**src/rtl/riscv_pkg.sv**
```systemverilog
// Shared register map, STATUS bit positions and TX state encoding for the GPIO/UART block.
// No logic of its own; latency n/a.
// Backpressure n/a.
package riscv_pkg;

    localparam logic [4:0] OFF_LED    = 5'h00;
    localparam logic [4:0] OFF_BTN    = 5'h04;
    localparam logic [4:0] OFF_EDGE   = 5'h08;
    localparam logic [4:0] OFF_TXDATA = 5'h0C;
    localparam logic [4:0] OFF_STATUS = 5'h10;

    localparam int ST_BUSY  = 0;
    localparam int ST_FULL  = 1;
    localparam int ST_EMPTY = 2;
    localparam int ST_OVF   = 3;

    typedef enum logic [1:0] {
        TX_IDLE,
        TX_START,
        TX_DATA,
        TX_STOP
    } tx_state_e;

    function automatic logic [31:0] be_mask(input logic [3:0] be);
        return {{8{be[3]}}, {8{be[2]}}, {8{be[1]}}, {8{be[0]}}};
    endfunction

endpackage

```
**src/rtl/btn_debounce.sv**
```systemverilog
// One button bit: 2-flop synchroniser then a stability counter; emits a rise pulse.
// Latency: 2 sync cycles + DEB_CYC stable cycles before btn_deb follows the input.
// Backpressure: none, free-running.
module btn_debounce #(
    parameter int DEB_CYC = 100_000
) (
    input  logic clk,
    input  logic rst_n,
    input  logic btn_raw,
    output logic btn_deb,
    output logic btn_rise
);
    localparam int CW = (DEB_CYC > 1) ? $clog2(DEB_CYC) : 1;

    logic          sync1_q, sync2_q;
    logic          deb_q, deb_d;
    logic [CW-1:0] cnt_q, cnt_d;

    // Counter only runs while the synchronised input disagrees; any agreement restarts the window.
    always_comb begin
        deb_d = deb_q;
        cnt_d = '0;
        if (sync2_q != deb_q) begin
            if (cnt_q == CW'(DEB_CYC - 1)) begin
                deb_d = sync2_q;
            end else begin
                cnt_d = cnt_q + 1'b1;
            end
        end
    end

    always_ff @(posedge clk or negedge rst_n) begin
        if (!rst_n) begin
            sync1_q <= 1'b0;
            sync2_q <= 1'b0;
            deb_q   <= 1'b0;
            cnt_q   <= '0;
        end else begin
            sync1_q <= btn_raw;
            sync2_q <= sync1_q;
            deb_q   <= deb_d;
            cnt_q   <= cnt_d;
        end
    end

    assign btn_deb  = deb_q;
    assign btn_rise = deb_d & ~deb_q;

endmodule

```
**src/rtl/sync_fifo.sv**
```systemverilog
// Generic single-clock circular FIFO with wrapping read/write pointers and occupancy count.
// Latency: pushed data visible at dout the cycle after the push.
// Backpressure: push ignored while full, pop ignored while empty; push+pop together keep count.
module sync_fifo #(
    parameter int W     = 8,
    parameter int DEPTH = 4
) (
    input  logic         clk,
    input  logic         rst_n,
    input  logic         push,
    input  logic         pop,
    input  logic [W-1:0] din,
    output logic [W-1:0] dout,
    output logic         full,
    output logic         empty
);
    localparam int AW  = (DEPTH > 1) ? $clog2(DEPTH) : 1;
    localparam int CNW = $clog2(DEPTH + 1);

    logic [DEPTH*W-1:0] mem_q, mem_d;
    logic [AW-1:0]      wptr_q, wptr_d, rptr_q, rptr_d;
    logic [CNW-1:0]     cnt_q, cnt_d;
    logic               do_push, do_pop;

    assign full    = (cnt_q == CNW'(DEPTH));
    assign empty   = (cnt_q == '0);
    assign do_push = push && !full;
    assign do_pop  = pop && !empty;
    assign dout    = mem_q[int'(rptr_q)*W +: W];

    always_comb begin
        mem_d  = mem_q;
        wptr_d = wptr_q;
        rptr_d = rptr_q;
        cnt_d  = cnt_q;
        if (do_push) begin
            mem_d[int'(wptr_q)*W +: W] = din;
            wptr_d = (int'(wptr_q) == DEPTH - 1) ? '0 : wptr_q + 1'b1;
        end
        if (do_pop) begin
            rptr_d = (int'(rptr_q) == DEPTH - 1) ? '0 : rptr_q + 1'b1;
        end
        case ({do_push, do_pop})
            2'b10:   cnt_d = cnt_q + 1'b1;
            2'b01:   cnt_d = cnt_q - 1'b1;
            default: cnt_d = cnt_q;
        endcase
    end

    always_ff @(posedge clk or negedge rst_n) begin
        if (!rst_n) begin
            mem_q  <= '0;
            wptr_q <= '0;
            rptr_q <= '0;
            cnt_q  <= '0;
        end else begin
            mem_q  <= mem_d;
            wptr_q <= wptr_d;
            rptr_q <= rptr_d;
            cnt_q  <= cnt_d;
        end
    end

endmodule

```
**src/rtl/mmio_gpio_uart.sv**
```systemverilog
// MMIO LED/button registers plus an 8N1 UART transmitter; UART_TX_FIFO_EN selects a FIFO_DEPTH queue over a holding register.
// Latency: writes land on the strobe edge, rdata one cycle after re, TX frame starts the cycle after a byte is queued.
// Backpressure: none on the bus; TXDATA writes to a full queue are dropped and flagged in STATUS.overflow.
module mmio_gpio_uart
    import riscv_pkg::*;
#(
    parameter int LED_W      = 4,
    parameter int BTN_W      = 4,
    parameter int CLK_HZ     = 10_000_000,
    parameter int BAUD       = 115200,
    parameter int DEB_CYC    = 100_000,
    parameter int FIFO_DEPTH = 4
) (
    input  logic             clk,
    input  logic             rst_n,
    input  logic             we,
    input  logic             re,
    input  logic [4:0]       addr,
    input  logic [3:0]       be,
    input  logic [31:0]      wdata,
    output logic [31:0]      rdata,
    output logic [LED_W-1:0] led,
    input  logic [BTN_W-1:0] btn,
    output logic             uart_tx
);
    localparam int DIV = CLK_HZ / BAUD;
    localparam int BCW = $clog2(DIV);
`ifdef UART_TX_FIFO_EN
    localparam int QDEPTH = FIFO_DEPTH;
`else
    localparam int QDEPTH = 1;
`endif

    logic [4:0]       off;
    logic [31:0]      bmask, wmask, rd_val;
    logic             wr_led, wr_edge, wr_tx, wr_stat;

    logic [LED_W-1:0] led_q, led_d;
    logic [BTN_W-1:0] edge_q, edge_d;
    logic             ovf_q, ovf_d;
    logic [31:0]      rdata_q, rdata_d;

    logic [BTN_W-1:0] btn_deb, btn_rise;

    logic             q_push, q_pop, q_full, q_empty;
    logic [7:0]       q_dat;

    tx_state_e        state_q;
    logic [BCW-1:0]   baud_q;
    logic [2:0]       bit_q;
    logic [7:0]       sh_q;
    logic             tx_q, busy_q;
    logic             baud_end;

    assign off     = {addr[4:2], 2'b00};
    assign bmask   = be_mask(be);
    assign wmask   = wdata & bmask;
    assign wr_led  = we && (off == OFF_LED);
    assign wr_edge = we && (off == OFF_EDGE);
    assign wr_tx   = we && (off == OFF_TXDATA);
    assign wr_stat = we && (off == OFF_STATUS);

    genvar gi;
    generate
        for (gi = 0; gi < BTN_W; gi++) begin : g_deb
            btn_debounce #(.DEB_CYC(DEB_CYC)) u_deb (
                .clk      (clk),
                .rst_n    (rst_n),
                .btn_raw  (btn[gi]),
                .btn_deb  (btn_deb[gi]),
                .btn_rise (btn_rise[gi])
            );
        end
    endgenerate

    // A depth-1 FIFO is exactly the holding register: full whenever it holds a byte.
    assign q_push = wr_tx && be[0] && !q_full;

    sync_fifo #(.W(8), .DEPTH(QDEPTH)) u_txq (
        .clk   (clk),
        .rst_n (rst_n),
        .push  (q_push),
        .pop   (q_pop),
        .din   (wdata[7:0]),
        .dout  (q_dat),
        .full  (q_full),
        .empty (q_empty)
    );

    assign baud_end = (baud_q == BCW'(DIV - 1));
    assign q_pop    = !q_empty && ((state_q == TX_IDLE) || (state_q == TX_STOP && baud_end));

    always_ff @(posedge clk or negedge rst_n) begin
        if (!rst_n) begin
            state_q <= TX_IDLE;
            baud_q  <= '0;
            bit_q   <= '0;
            sh_q    <= '0;
            tx_q    <= 1'b1;
            busy_q  <= 1'b0;
        end else begin
            case (state_q)
                TX_IDLE: begin
                    if (!q_empty) begin
                        state_q <= TX_START;
                        sh_q    <= q_dat;
                        baud_q  <= '0;
                        tx_q    <= 1'b0;
                        busy_q  <= 1'b1;
                    end
                end
                TX_START: begin
                    if (baud_end) begin
                        state_q <= TX_DATA;
                        baud_q  <= '0;
                        bit_q   <= '0;
                        tx_q    <= sh_q[0];
                        sh_q    <= {1'b0, sh_q[7:1]};
                    end else begin
                        baud_q <= baud_q + 1'b1;
                    end
                end
                TX_DATA: begin
                    if (baud_end) begin
                        baud_q <= '0;
                        if (bit_q == 3'd7) begin
                            state_q <= TX_STOP;
                            tx_q    <= 1'b1;
                        end else begin
                            bit_q <= bit_q + 1'b1;
                            tx_q  <= sh_q[0];
                            sh_q  <= {1'b0, sh_q[7:1]};
                        end
                    end else begin
                        baud_q <= baud_q + 1'b1;
                    end
                end
                TX_STOP: begin
                    if (baud_end) begin
                        baud_q <= '0;
                        if (!q_empty) begin
                            state_q <= TX_START;
                            sh_q    <= q_dat;
                            tx_q    <= 1'b0;
                        end else begin
                            state_q <= TX_IDLE;
                            busy_q  <= 1'b0;
                        end
                    end else begin
                        baud_q <= baud_q + 1'b1;
                    end
                end
                default: begin
                    state_q <= TX_IDLE;
                    tx_q    <= 1'b1;
                    busy_q  <= 1'b0;
                end
            endcase
        end
    end

    always_comb begin
        led_d   = led_q;
        edge_d  = edge_q;
        ovf_d   = ovf_q;
        rdata_d = rdata_q;
        rd_val  = '0;
        if (wr_led) led_d = (led_q & ~bmask[LED_W-1:0]) | wmask[LED_W-1:0];
        if (wr_edge) edge_d = edge_q & ~wmask[BTN_W-1:0];
        // A new rising edge wins over a same-cycle clear.
        edge_d = edge_d | btn_rise;
        if (wr_stat && wmask[ST_OVF]) ovf_d = 1'b0;
        if (wr_tx && be[0] && q_full) ovf_d = 1'b1;
        case (off)
            OFF_LED:    rd_val[LED_W-1:0] = led_q;
            OFF_BTN:    rd_val[BTN_W-1:0] = btn_deb;
            OFF_EDGE:   rd_val[BTN_W-1:0] = edge_q;
            OFF_STATUS: begin
                rd_val[ST_BUSY]  = busy_q;
                rd_val[ST_FULL]  = q_full;
                rd_val[ST_EMPTY] = q_empty;
                rd_val[ST_OVF]   = ovf_q;
            end
            default:    rd_val = '0;
        endcase
        if (re) rdata_d = rd_val;
    end

    always_ff @(posedge clk or negedge rst_n) begin
        if (!rst_n) begin
            led_q   <= '0;
            edge_q  <= '0;
            ovf_q   <= 1'b0;
            rdata_q <= '0;
        end else begin
            led_q   <= led_d;
            edge_q  <= edge_d;
            ovf_q   <= ovf_d;
            rdata_q <= rdata_d;
        end
    end

    assign led     = led_q;
    assign rdata   = rdata_q;
    assign uart_tx = tx_q;

    logic unused_ok;
    assign unused_ok = ^{addr[1:0], bmask, wmask, (FIFO_DEPTH != 0)};

endmodule

```
**config.mk**
```make
export PLATFORM = sky130hd
export DESIGN_NAME = mmio_gpio_uart
export DESIGN_NICKNAME = d
export VERILOG_FILES = /design/src/rtl/riscv_pkg.sv /design/src/rtl/btn_debounce.sv /design/src/rtl/sync_fifo.sv /design/src/rtl/mmio_gpio_uart.sv
export SDC_FILE = /design/constraint.sdc
export NUM_CORES = 1
export LEC_CHECK = 0
export ABC_AREA = 1
export ABC_CLOCK_PERIOD_IN_PS = 1710
export CORE_ASPECT_RATIO = 0.75
export CORE_MARGIN = 2
export CORE_UTILIZATION = 56
export DETAILED_ROUTE_END_ITERATION = 16
export MAX_ROUTING_LAYER = met4
export PLACE_DENSITY = 0.87
export SLEW_MARGIN = 5
export SYNTH_ARGS = -nofsm -noshare
export SYNTH_HDL_FRONTEND = slang
export SYNTH_HIERARCHICAL = 1
export SYNTH_SLANG_ARGS = --single-unit
```
**constraint.sdc**
```tcl
create_clock -name clk -period 1.71 [get_ports clk]
set_input_delay 0.342 -clock clk [delete_from_list [all_inputs] [get_ports clk]]
set_output_delay 0.342 -clock clk [all_outputs]
set_load 0.02 [all_outputs]
```
Word level (Yosys, flattened, before mapping)
Index checks and enable logic that the tools add are counted.
{ "word_totals": {"register_bits": 126, "input_bits": 49, "out_inout_bits": 37, "word_cells": 166} }
{ "classes": {"addsub": 11, "eq_ne": 26, "n_shift": 3, "muxes": 54, "bitwise": 16, "reduce_logical": 26} }
{ "op_table": {"columns": ["operator", "count"], "rows": [
  ["$mux W17", 8],
  ["$add A17 B1 Y17 const B", 4],
  ["$eq A17 B17 Y1 const B", 4],
  ["$mux W8", 5],
  ["$neg A4 Y33", 1],
  ["$shift A8 B33 Y8 const A", 1],
  ["$shiftx A8 B33 Y8", 1],
  ["$pmux W8 S4", 1],
  ["$mux W1", 21],
  ["$pmux W4 S4", 1],
  ["$mux W7", 2],
  ["$pmux W7 S2", 1],
  ["$and A4 B4 Y4", 3],
  ["$logic_and A1 B1 Y1", 12],
  ["$ne A2 B2 Y1 const B", 6],
  ["$reduce_and A4 Y1", 3],
  ["$mux W2", 5],
  ["$mux W3", 3],
  ["$bwmux W8", 1],
  ["$not A4 Y4", 2],
  ["$or A4 B4 Y4", 2],
  ["$pmux W2 S4", 1],
  ["$reduce_bool A2 Y1", 4],
  ["$shiftx A8 B5 Y8", 1],
  ["25 further kinds", 43]
]} }

Logic depth before layout (Yosys ltp)
Gate-level depths: netlist (run 1).
{ "depth": {"ltp_word": 7, "depth_mapped": 10, "mapped_depth_nobuf": 9} }

By module
The synthesis (run 1) kept the hierarchy.
{ "modules_own_cells": {"columns": ["mod", "n_inst", "cells_per_inst", "area_per_inst_um2", "seq_area_each_um2"], "rows": [
  ["btn_debounce", 4, 142, 1074.8, 500.5],
  ["mmio_gpio_uart", 1, 285, 2238.4, 877.1],
  ["sync_fifo", 1, 38, 371.6, 225.2]
]} }

Worst setup path after synthesis (run 1)
No wires, ideal clock.
{ "synth_path": {"kind": "input port to flip-flop", "start": "in addr[3]", "end": "reg u_txq.mem_q[0]", "setup_time_ps": 116, "arrival_ps": 1390, "t_required_ps": 1594, "slack_ps": 204, "path_stages": 8, "path_buffers": 2, "path_cell_list": "buf_2 > inv_1 > nor4_2 > nor2b_1 > buf_6 > nand2_4 > nand2_1 > nand2_1"} }
{ "synth_via": {"elab_chain_len": 5} }
{ "synth_lines": {"columns": ["element", "line_no", "rtl"], "rows": [
  ["start: declaration", "mmio_gpio_uart.sv:18", "input logic [4:0] addr,"],
  ["$eq A3 B2 Y1", "mmio_gpio_uart.sv:60", "assign wr_tx = we && (off == OFF_TXDATA);"],
  ["$logic_and A1 B1 Y1", "mmio_gpio_uart.sv:60", null],
  ["$logic_and A1 B1 Y1 (2 in series)", "mmio_gpio_uart.sv:77", "assign q_push = wr_tx && be[0] && !q_full;"],
  ["named net q_push", "mmio_gpio_uart.sv:45", "logic q_push, q_pop, q_full, q_empty;"],
  ["$logic_and A1 B1 Y1", "sync_fifo.sv:27", "assign do_push = push && !full;"],
  ["end signal: assignment", "sync_fifo.sv:57", "mem_q <= mem_d;"],
  ["end: declaration", "sync_fifo.sv:20", "logic [DEPTH*W-1:0] mem_q, mem_d;"]
]} }
The timed path passes the listed nets, and every way through them passes these cells.
A chain may end at the register's enable or synchronous reset.

Worst setup path after layout (run 1)
{ "layout_path": {"start": "reg tx_q, in the netlist uart_tx", "end": "out uart_tx"} }
{ "layout_rtl": {"columns": ["element", "line_no", "rtl"], "rows": [
  ["start: declaration", "mmio_gpio_uart.sv:52", "logic tx_q, busy_q;"],
  ["start signal: assignment", "mmio_gpio_uart.sv:117", "tx_q <= sh_q[0];"],
  ["start signal: assignment", "mmio_gpio_uart.sv:131", "tx_q <= sh_q[0];"],
  ["end: declaration", "mmio_gpio_uart.sv:24", "output logic uart_tx"]
]} }
No word-level cell between the ends.

==> reports/results.txt, run 1 <==
Die Ht - 100 um
Clk root buf - clkbuf_16
Final Power - 7.62 mW
HPWL after detailed placement - 9.99 mm
CP required - 1370 ps
DRC viols - 0
Core box area - 12200 sq um
Largest family of logic cells by synthesized area - simple AND/OR/NAND/NOR gates
LEAKAGE - 3.72 nW
I/O pins - 86
Area share of and/or/nand/nor cells after synthesis - 35.4%
Skew-Pair Late Insertion Delay - 420 ps
Clock sinks - 124
CTS clk-pin slew, worst paths - 60 ps
Ant diodes - 0
GPL Wtd Cong - 0.911
Worst Path Max Fanout - 2
Worst vdd ir - 0.772 mV
Synthesis-stage register bit count - 124
Synth Instances - 891
Placed cell count - 1094
Synth Area in Adders - 2.35%
Period utilization - 94.5%
Critical-path top delay cell - dfstp_2
Most common cell in the netlist - nand2_1
Die Area - 13300 sq um
Avg Cell Area, Syn - 7.75 sq um
Initial antenna violation count - 0
H-tree Lvls - 4
CP Data Arrival Time - 1270 ps
Count of cell types in the netlist - 40
Crit path max-delay family - flip-flops
Worst min path class - in -> async
Initial core utilization - 56.8%
WP buf/inv - 1
Port bufs - 28
Initial DRC Count - 471
Setup crit end kind - output port
CP cell instances - dlygate4sd2_1
Share of cells above drive strength 1 - 12.6%
RSZ-0062 raised after global routing - true
Post-route minimum period - 1620 ps
Power Density - 948 nW/um^2
Synth area leader - dfrtp_1
Synth Area in Compound Gates - 3.50%
Sw power - 1.85 mW
CTS tree - yes
Cts bufs inserted - 17
WHS - 345 ps
CP startpoint kind - flop
GRT Total Usage - 25.1%
Sequential cell area fraction in the yosys report - 44.9%
Slew Viols, Final - 0
Async set or reset register ratio after synthesis - 100%
Combinational power share - 7.7%
Mux contribution to synthesized area - 0.145%
Die Wd - 132 um
Status - complete, no violations
Top cell type's share of synthesized area - 44.5%
Sw Share - 24.3%
Wire per inst - 13.1 um
Post-route ant nets - 0
Postcts setup bufs - 0
Critical path class - reg -> out
Clk pwr share - 50.2%
Vias in the first global route - 5421
Crit-path max cell delay - 530 ps
GRT overflow - 0
Layout Cells excl Fill - 1127
Top achievable clock speed - 619 MHz
Pin count of the biggest net entering global routing - 59
Pint - 5.77 mW
Area of the mapped netlist - 6910 sq um
EDFF count, synth - 0
Area delta synth->final - 16.2%
Top cells by count, synth - nand2_1 (247), nor2_1 (148), dfrtp_1 (123), inv_1 (88), nand3_1 (52)
Top FF cell, synth - dfrtp_1
Worst Skew - 5.95 ps
Fin. Hold Viols - 0
TNS Setup - 0 ps
Max Cap Viol - 0
# setup viols final - 0
Synth Area in XOR/XNOR - 4.36%
Router iterations before antenna repair - 5
Sequential Power Share - 42.1%
Longest Clk Path Bufs - 2
Synth Warn # - 6
Standard-cell rows - 35
First-pass GRT wire length - 25.8 mm
Vias per inst - 5.08
NumNets Final - 1010
Vias - 5721
Post-Route WL - 14.8 mm
Leading post-synthesis cells by cell area - dfrtp_1 (45%), nand2_1 (13%), nor2_1 (8.0%)
-- timing repair --
item / CTS / global route
endpoints found under the hold margin: 15 / 0
setup endpoints to repair: 9 / 4
hold buffers: 1 / 0
resized for setup: 9 / 2
-- layer usage --
layer / routed length [um] / track usage [%]
met2: 6940 / 39.0
met4: 187 / 7.44
met3: 753 / 5.25
met1: 6900 / 33.8
met5: 0 / -
-- per-stage QoR --
stage | instance area (sq um) | setup slack [ps] | utilization (%)
after floorplan | 7010 | 204 | -
after global placement | 7390 | -103 | 60.7
after detailed placement | 7390 | -173 | 60.7
after CTS | 8020 | 75.7 | 65.9
after global routing | 8030 | 2.41 | 66.0
final | 8030 | 93.9 | 66.0
-- layout make-up --
type                    count  area, sq um
flip-flops and latches    124         3100
repair buffers             46          442
inverters                  97          367
fillers                   959         4140
clock buffers              19          443
multi-input cells         662         3280
clock inverters            13          191
well taps                 166          208
-- power by group through the flow --
stage / clock, mW / sequential [mW] / combinational [mW]
finish: 3.82 / 3.21 / 0.584
global route: 4.01 / 3.22 / 0.657
CTS: 3.87 / 3.21 / 0.585
detailed placement: 0 / 3.25 / 0.591
global placement: 0 / 3.25 / 0.568
floorplan: 0 / 3.25 / 0.359
-- final timing paths --
path / startpoint / endpoint / slack [ps] / cells after the start
max in group asynchronous: rst_n / uart_tx$_DFFE_PN1P_ / 780 / 3
min in group clk: g_deb[1].u_deb/sync1_q$_DFF_PN0_ / g_deb[1].u_deb/sync2_q$_DFF_PN0_ / 350 / 0
worst max register to register: state_q[1]$_DFFE_PN0P_ / baud_q[5]$_DFFE_PN0P_ / 150 / 9
worst max-delay path: uart_tx$_DFFE_PN1P_ / uart_tx / 90 / 1
worst min register to register: g_deb[1].u_deb/sync1_q$_DFF_PN0_ / g_deb[1].u_deb/sync2_q$_DFF_PN0_ / 350 / 0
worst min-delay path: rst_n / g_deb[3].u_deb/cnt_q[5]$_DFF_PN0_ / 340 / 2
-- sequential cells by signal, indices dropped and copies added (netlist names), named ones only --
name and flops:
g_deb.u_deb/cnt_q 68, sh_q 8, u_txq/mem_q 8, baud_q 7
edge_q 4, g_deb.u_deb/btn_deb 4, g_deb.u_deb/sync1_q 4, g_deb.u_deb/sync2_q 4
rdata 4, bit_q 3, state_q 2, busy_q 1
ovf_q 1, u_txq/full 1, uart_tx 1
-- kinds of logic (layout without fill, tap and decap cells) --
kind of cell    Yosys count  count (layout)
simple gates            546             546
buf+inv                 132             175
flops                   124             124
compound gates           43              43
xor+xnor                 31              31
fa+ha+maj                13              13
other cells               1              28
mux                       1               1
-- cell usage in the layout (no fill, tap or decap), types with 2 or more instances in the layout --
| cell type | n |
|---|---|
| nor2_4 | 4 |
| nand4_1 | 31 |
| or2_1 | 4 |
| o21ai_1 | 16 |
| nand2_2 | 22 |
| nand3_4 | 2 |
| nor3b_1 | 4 |
| nor2_1 | 147 |
| xnor2_2 | 4 |
| nand3_1 | 52 |
| nor3_1 | 5 |
| dlygate4sd2_1 | 9 |
| dfrtp_1 | 123 |
| clkbuf_16 | 17 |
| buf_4 | 15 |
| nor2_2 | 17 |
| bufinv_16 | 4 |
| clkdlybuf4s50_1 | 18 |
| xnor2_1 | 9 |
| xor2_1 | 18 |
| nand2_4 | 3 |
| clkinvlp_4 | 3 |
| inv_2 | 8 |
| conb_1 | 28 |
| ha_1 | 13 |
| inv_1 | 88 |
| nand2_1 | 247 |
| o21ai_0 | 18 |
| nand3_2 | 4 |
| clkinv_4 | 4 |
| buf_12 | 3 |
| o21bai_1 | 4 |
(Power assumes the default switching activity.)
==> inputs of run 2 (changes only) <==
--- a/config.mk
+++ b/config.mk
@@ -12,7 +12,7 @@
 export CORE_UTILIZATION = 56
 export DETAILED_ROUTE_END_ITERATION = 16
 export MAX_ROUTING_LAYER = met4
-export PLACE_DENSITY = 0.87
+export PLACE_DENSITY = 0.78
 export SLEW_MARGIN = 5
 export SYNTH_ARGS = -nofsm -noshare
 export SYNTH_HDL_FRONTEND = slang
==> reports/results.txt, run 2 (synthesis results as in run 1) <==
# setup viols final - 0
I/O pins - 86
Sw Share - 26.0%
Top achievable clock speed - 619 MHz
Post-Route WL - 14.2 mm
Worst vdd ir - 0.744 mV
WP depth - 1
Crit-path max cell delay - 530 ps
Period utilization - 94.4%
Reg2Reg Launch Point - state_q[0]$_DFFE_PN0P_
Top reg by flops - g_deb.u_deb/cnt_q
H-tree Lvls - 4
Max Cap Viol - 0
R2R setup slack - 140 ps
Area delta synth->final - 15.8%
Router iterations before antenna repair - 5
Fin util - 65.7%
Status - complete, no violations
Standard-cell rows - 35
Initial antenna violation count - 0
Setup slack after placement - -165 ps
Largest register FFs - 68
# fillers - 1046
Clk root buf - clkbuf_16
Vias - 5635
Core box area - 12200 sq um
Wire per inst - 12.6 um
Die Area - 13300 sq um
Setup crit end kind - output port
Power Density - 920 nW/um^2
Initial core utilization - 56.8%
DRC viols - 0
Crit path max-delay family - flip-flops
RSZ-0062 raised after global routing - false
Critical path class - reg -> out
HPWL after detailed placement - 9.89 mm
WP buf/inv - 1
Fin. Hold Viols - 0
Sw power - 1.91 mW
Clock sinks - 124
Commonest non-fill, non-tap cells in the layout - nand2_1 (247), nor2_1 (147), dfrtp_1 (122)
Pin count of the biggest net entering global routing - 48
Skew-Pair Late Insertion Delay - 420 ps
CP Data Arrival Time - 1270 ps
Worst setup endpoint - uart_tx
Initial DRC Count - 265
CP cell instances - dlygate4sd2_1
GRT Total Usage - 24.1%
Largest registers - g_deb.u_deb/cnt_q (68), sh_q (8), u_txq/mem_q (8)
Worst setup margin - 95.0 ps
CTS clk-pin slew, worst paths - 60 ps
Port bufs - 28
Die Wd - 132 um
Ant diodes - 0
Longest Clk Path Bufs - 2
GPL Wtd Cong - 0.900
Combinational power share - 8.0%
Post-route minimum period - 1610 ps
CP startpoint - uart_tx$_DFFE_PN1P_
Worst Skew - 9.36 ps
Share of cells above drive strength 1 - 12.9%
Die Ht - 100 um
Vias in the first global route - 5423
CP required - 1370 ps
First-pass GRT wire length - 24.8 mm
Vias per inst - 5.00
NumNets Final - 1011
Reg2Reg Depth - 8
Clk pwr share - 48.5%
CTS tree - yes
Pint - 5.45 mW
CP startpoint kind - flop
Critical-path top delay cell - dfstp_2
Cts bufs inserted - 17
Sequential Power Share - 43.5%
WHS - 306 ps
Final Power - 7.36 mW
Commonest non-fill, non-tap cell in the layout - nand2_1
Worst min path class - in -> async
Slew Viols, Final - 0
GRT overflow - 0
Post-route ant nets - 0
LEAKAGE - 3.70 nW
R2r endpoint - state_q[1]$_DFFE_PN0P_
Worst Path Max Fanout - 2
run 2: final cells by class:
type / count / area [sq um] / area share, %
Timing Repair Buffer: 47 / 462 / 5.77
Inverter: 97 / 367 / 4.58
Multi-Input combinational cell: 662 / 3270 / 40.9
Clock inverter: 15 / 164 / 2.05
Clock buffer: 17 / 425 / 5.32
Tap cell: 166 / 208 / 2.60
Sequential cell: 124 / 3110 / 38.8
run 2: metal layers:
metal / track usage (%) / share of wire, % / up-vias
li1: - / - / 2858
met1: 31.5 / 48 / 2653
met2: 38.1 / 47 / 102
met3: 4.65 / 3.5 / 22
met4: 8.85 / 1.6 / 0
met5: - / 0 / -
run 2: worst min-delay path by stage:
stage	cells after the start	startpoint	end	slack (ps)
after floorplan	0	rst_n	async pin	50
after CTS	2	rst_n	g_deb[0].u_deb/cnt_q[16]$_DFF_PN0_	300
after global routing	2	rst_n	g_deb[0].u_deb/cnt_q[1]$_DFF_PN0_	320
after global placement	1	rst_n	g_deb[0].u_deb/cnt_q[16]$_DFF_PN0_	200
after detailed placement	1	rst_n	g_deb[0].u_deb/cnt_q[16]$_DFF_PN0_	200
final	2	rst_n	g_deb[0].u_deb/cnt_q[16]$_DFF_PN0_	310
run 2: through the flow:
step / area [sq um] / setup TNS (ps) / cells
after detailed placement: 7410 / -1330 / 1095
after global routing: 8000 / 0 / 1128
after floorplan: 7010 / 0 / 918
final: 8000 / 0 / 1128
after global placement: 7410 / -1560 / 1095
after CTS: 8000 / 0 / 1128
run 2: what timing repair did:
item	in CTS	in global routing
hold buffers	1	0
endpoints found under the setup margin	9	11
resized for setup	9	2
endpoints found under the hold margin	7	0
buffers inserted	0	0
run 2: power by group through the flow:
stage          clock network (mW)  registers, mW  logic (mW)
2_1_floorplan                   0           3.25       0.359
3_3_place_gp                    0           3.25       0.583
3_5_place_dp                    0           3.25       0.599
4_1_cts                      3.63           3.20       0.589
5_1_grt                      3.77           3.22       0.653
6_report                     3.57           3.20       0.586
==> inputs of run 3 (changes only) <==
--- a/config.mk
+++ b/config.mk
@@ -5,14 +5,13 @@
 export SDC_FILE = /design/constraint.sdc
 export NUM_CORES = 1
 export LEC_CHECK = 0
-export ABC_AREA = 1
 export ABC_CLOCK_PERIOD_IN_PS = 1710
 export CORE_ASPECT_RATIO = 0.75
 export CORE_MARGIN = 2
 export CORE_UTILIZATION = 56
 export DETAILED_ROUTE_END_ITERATION = 16
 export MAX_ROUTING_LAYER = met4
-export PLACE_DENSITY = 0.78
+export PLACE_DENSITY = 0.87
 export SLEW_MARGIN = 5
 export SYNTH_ARGS = -nofsm -noshare
 export SYNTH_HDL_FRONTEND = slang
==> reports/results.txt, run 3 <==
Synth area leader - dfrtp_1
Top cells by count, synth - dfrtp_1 (123), nor2_1 (79), xnor2_1 (38), nand2_1 (36), nand3_1 (31)
Area of the mapped netlist - 6460 sq um
M1 wire length - 6.58 mm
HPWL after detailed placement - 9.79 mm
Commonest non-fill, non-tap cell in the layout - dfrtp_1
Standard-cell rows - 33
Worst setup margin - -260 ps
Final Power - 7.60 mW
NumNets Final - 799
Period utilization - 115%
Die Wd - 128 um
Post-route ant nets - 0
Worst Path Max Fanout - 5
Worst Hold Path Cells - 0
Sequential cell area fraction in the yosys report - 48.0%
WP buf/inv - 0
# fillers - 625
Top FF cell, synth - dfrtp_1
Area delta synth->final - 29.6%
CP Data Arrival Time - 2270 ps
Wire per inst - 17.2 um
LEAKAGE - 3.76 nW
CTS clk-pin slew, worst paths - 60 ps
GRT overflow - 0
Async set or reset register ratio after synthesis - 100%
Longest Clk Path Bufs - 2
Cts bufs inserted - 17
H-tree Lvls - 4
Worst vdd ir - 0.743 mV
GRT Total Usage - 25.7%
First-pass GRT wire length - 24.9 mm
Ant diodes - 0
Share of cells above drive strength 1 - 29.5%
Worst min path class - reg -> reg
Fin util - 75.7%
Worst Skew - 9.02 ps
GPL Wtd Cong - 0.957
Port bufs - 28
Status - finished with violations
Slew HR - 53.9%
Largest register FFs - 68
TNS Setup - -14590 ps
Synth Instances - 603
Vias per inst - 5.77
Crit path max-delay family - simple AND/OR/NAND/NOR gates
Critical-path top delay cell - or4_4
Count of cell types in the netlist - 48
Violated checks - negative setup slack
DRC viols - 0
Vias in the first global route - 5154
Skew-Pair Late Insertion Delay - 410 ps
Layout Cells excl Fill - 890
Clock sinks - 124
Initial DRC Count - 380
CP startpoint kind - flop
Top cell type's share of synthesized area - 47.6%
Post-Route WL - 15.3 mm
Critical path class - reg -> reg
Initial core utilization - 58.4%
Seq. cell area - 3110 sq um
Max Cap Viol - 0
CP required - 2010 ps
Largest registers - g_deb.u_deb/cnt_q (68), sh_q (8), u_txq/mem_q (8)
Crit-path max cell delay - 590 ps
# setup viols final - 84
Die Ht - 97.0 um
RSZ-0062 raised after global routing - true
Fin. Hold Viols - 0
Top reg by flops - g_deb.u_deb/cnt_q
Reg2Reg Depth - 3
CP cell instances - or4b_1 -> or4_4 -> mux2_4
CTS tree - yes
Met3 wire length - 761 um
Pin count of the biggest net entering global routing - 64
Core box area - 11100 sq um
EDFF count, synth - 0
Synth Warn # - 6
Avg Cell Area, Syn - 10.7 sq um
Top achievable clock speed - 508 MHz
I/O pins - 86
Initial antenna violation count - 0
Commonest non-fill, non-tap cells in the layout - dfrtp_1 (121), buf_4 (96), nor2_1 (69)
Synthesis-stage register bit count - 124
Leading post-synthesis cells by cell area - dfrtp_1 (48%), xnor2_1 (5.2%), nor2_1 (4.6%)
Met2 wire length - 7.53 mm
Router iterations before antenna repair - 6
Die Area - 12400 sq um
Top sig layer - met4
Power Density - 908 nW/um^2
Multi-input logic area - 3360 sq um
WP depth - 3
Vias - 5137
Post-route minimum period - 1970 ps
Placed cell count - 848
Most common cell in the netlist - dfrtp_1
Setup slack after placement - -336 ps
Clk root buf - clkbuf_16
Worst slew pin tran - 690 ps
Slew Viols, Final - 0
Setup crit end kind - flop
run 3: changes by cell type in the layout (fill, tap and decap cells not counted), moves of 21 or more:
cell,change
nand2_2,-22
buf_4,+81
xnor2_1,+29
nand2_1,-212
inv_1,-75
nor2_1,-78
nand3_1,-22
mux2_4,+21
run 3: metrics by stage:
step / cell area (sq um) / hold WS (ps)
final: 8370 / 347
after global routing: 8370 / 359
after CTS: 8170 / 348
after detailed placement: 7500 / 339
after global placement: 7500 / 332
after floorplan: 6640 / 46.4
run 3: final timing paths:
check / from / endpoint / slack (ps)
min in group asynchronous: rst_n / g_deb[0].u_deb/cnt_q[16]$_DFF_PN0_ / 490
setup reg to reg: g_deb[2].u_deb/cnt_q[6]$_DFF_PN0_ / g_deb[2].u_deb/btn_deb$_DFF_PN0_ / -260
hold reg to reg: g_deb[3].u_deb/sync1_q$_DFF_PN0_ / g_deb[3].u_deb/sync2_q$_DFF_PN0_ / 350
max in group asynchronous: rst_n / uart_tx$_DFFE_PN1P_ / 900
setup / recovery: g_deb[2].u_deb/cnt_q[6]$_DFF_PN0_ / g_deb[2].u_deb/btn_deb$_DFF_PN0_ / -260
hold / removal: g_deb[3].u_deb/sync1_q$_DFF_PN0_ / g_deb[3].u_deb/sync2_q$_DFF_PN0_ / 350
run 3: where the power goes:
group | internal [mW] | switching [mW]
combinational | 0.301 | 0.362
sequential | 3.08 | 0.129
clock | 2.50 | 1.22
run 3: repair_timing:
item | 4_1_cts | 5_1_grt
endpoints found under the hold margin | 123 | 0
gates cloned | 0 | 2
gates resized for setup | 19 | 39
buffers inserted | 2 | 8
setup endpoints to repair | 97 | 103
hold buffers | 1 | 0
pin swaps | 7 | 8
run 3: layout make-up:
type / count / share of cell area [%]
clock inverters: 8 / 1.67
repair buffers: 129 / 12.7
flip-flops and latches: 124 / 37.1
multi-input cells: 450 / 40.1
inverters: 15 / 0.702
clock buffers: 24 / 5.63
well taps: 140 / 2.09
run 3: cells by family (layout without fill, tap and decap cells):
logic type,Yosys count,count (layout),share of synthesized area [%]
simple gates,261,262,22.9
other cells,1,28,0.0580
xor+xnor,62,62,8.40
mux,37,37,7.46
buf+inv,57,176,5.64
fa+ha+maj,13,13,2.52
compound gates,48,48,5.00
flops,124,124,48.0
run 3: per-layer routing:
layer  vias up  global-route usage (%)
met5         -                       -
met4         0                    8.96
met3        49                    7.02
met1      2535                    32.1
met2       201                    40.6
li1       2352                       -
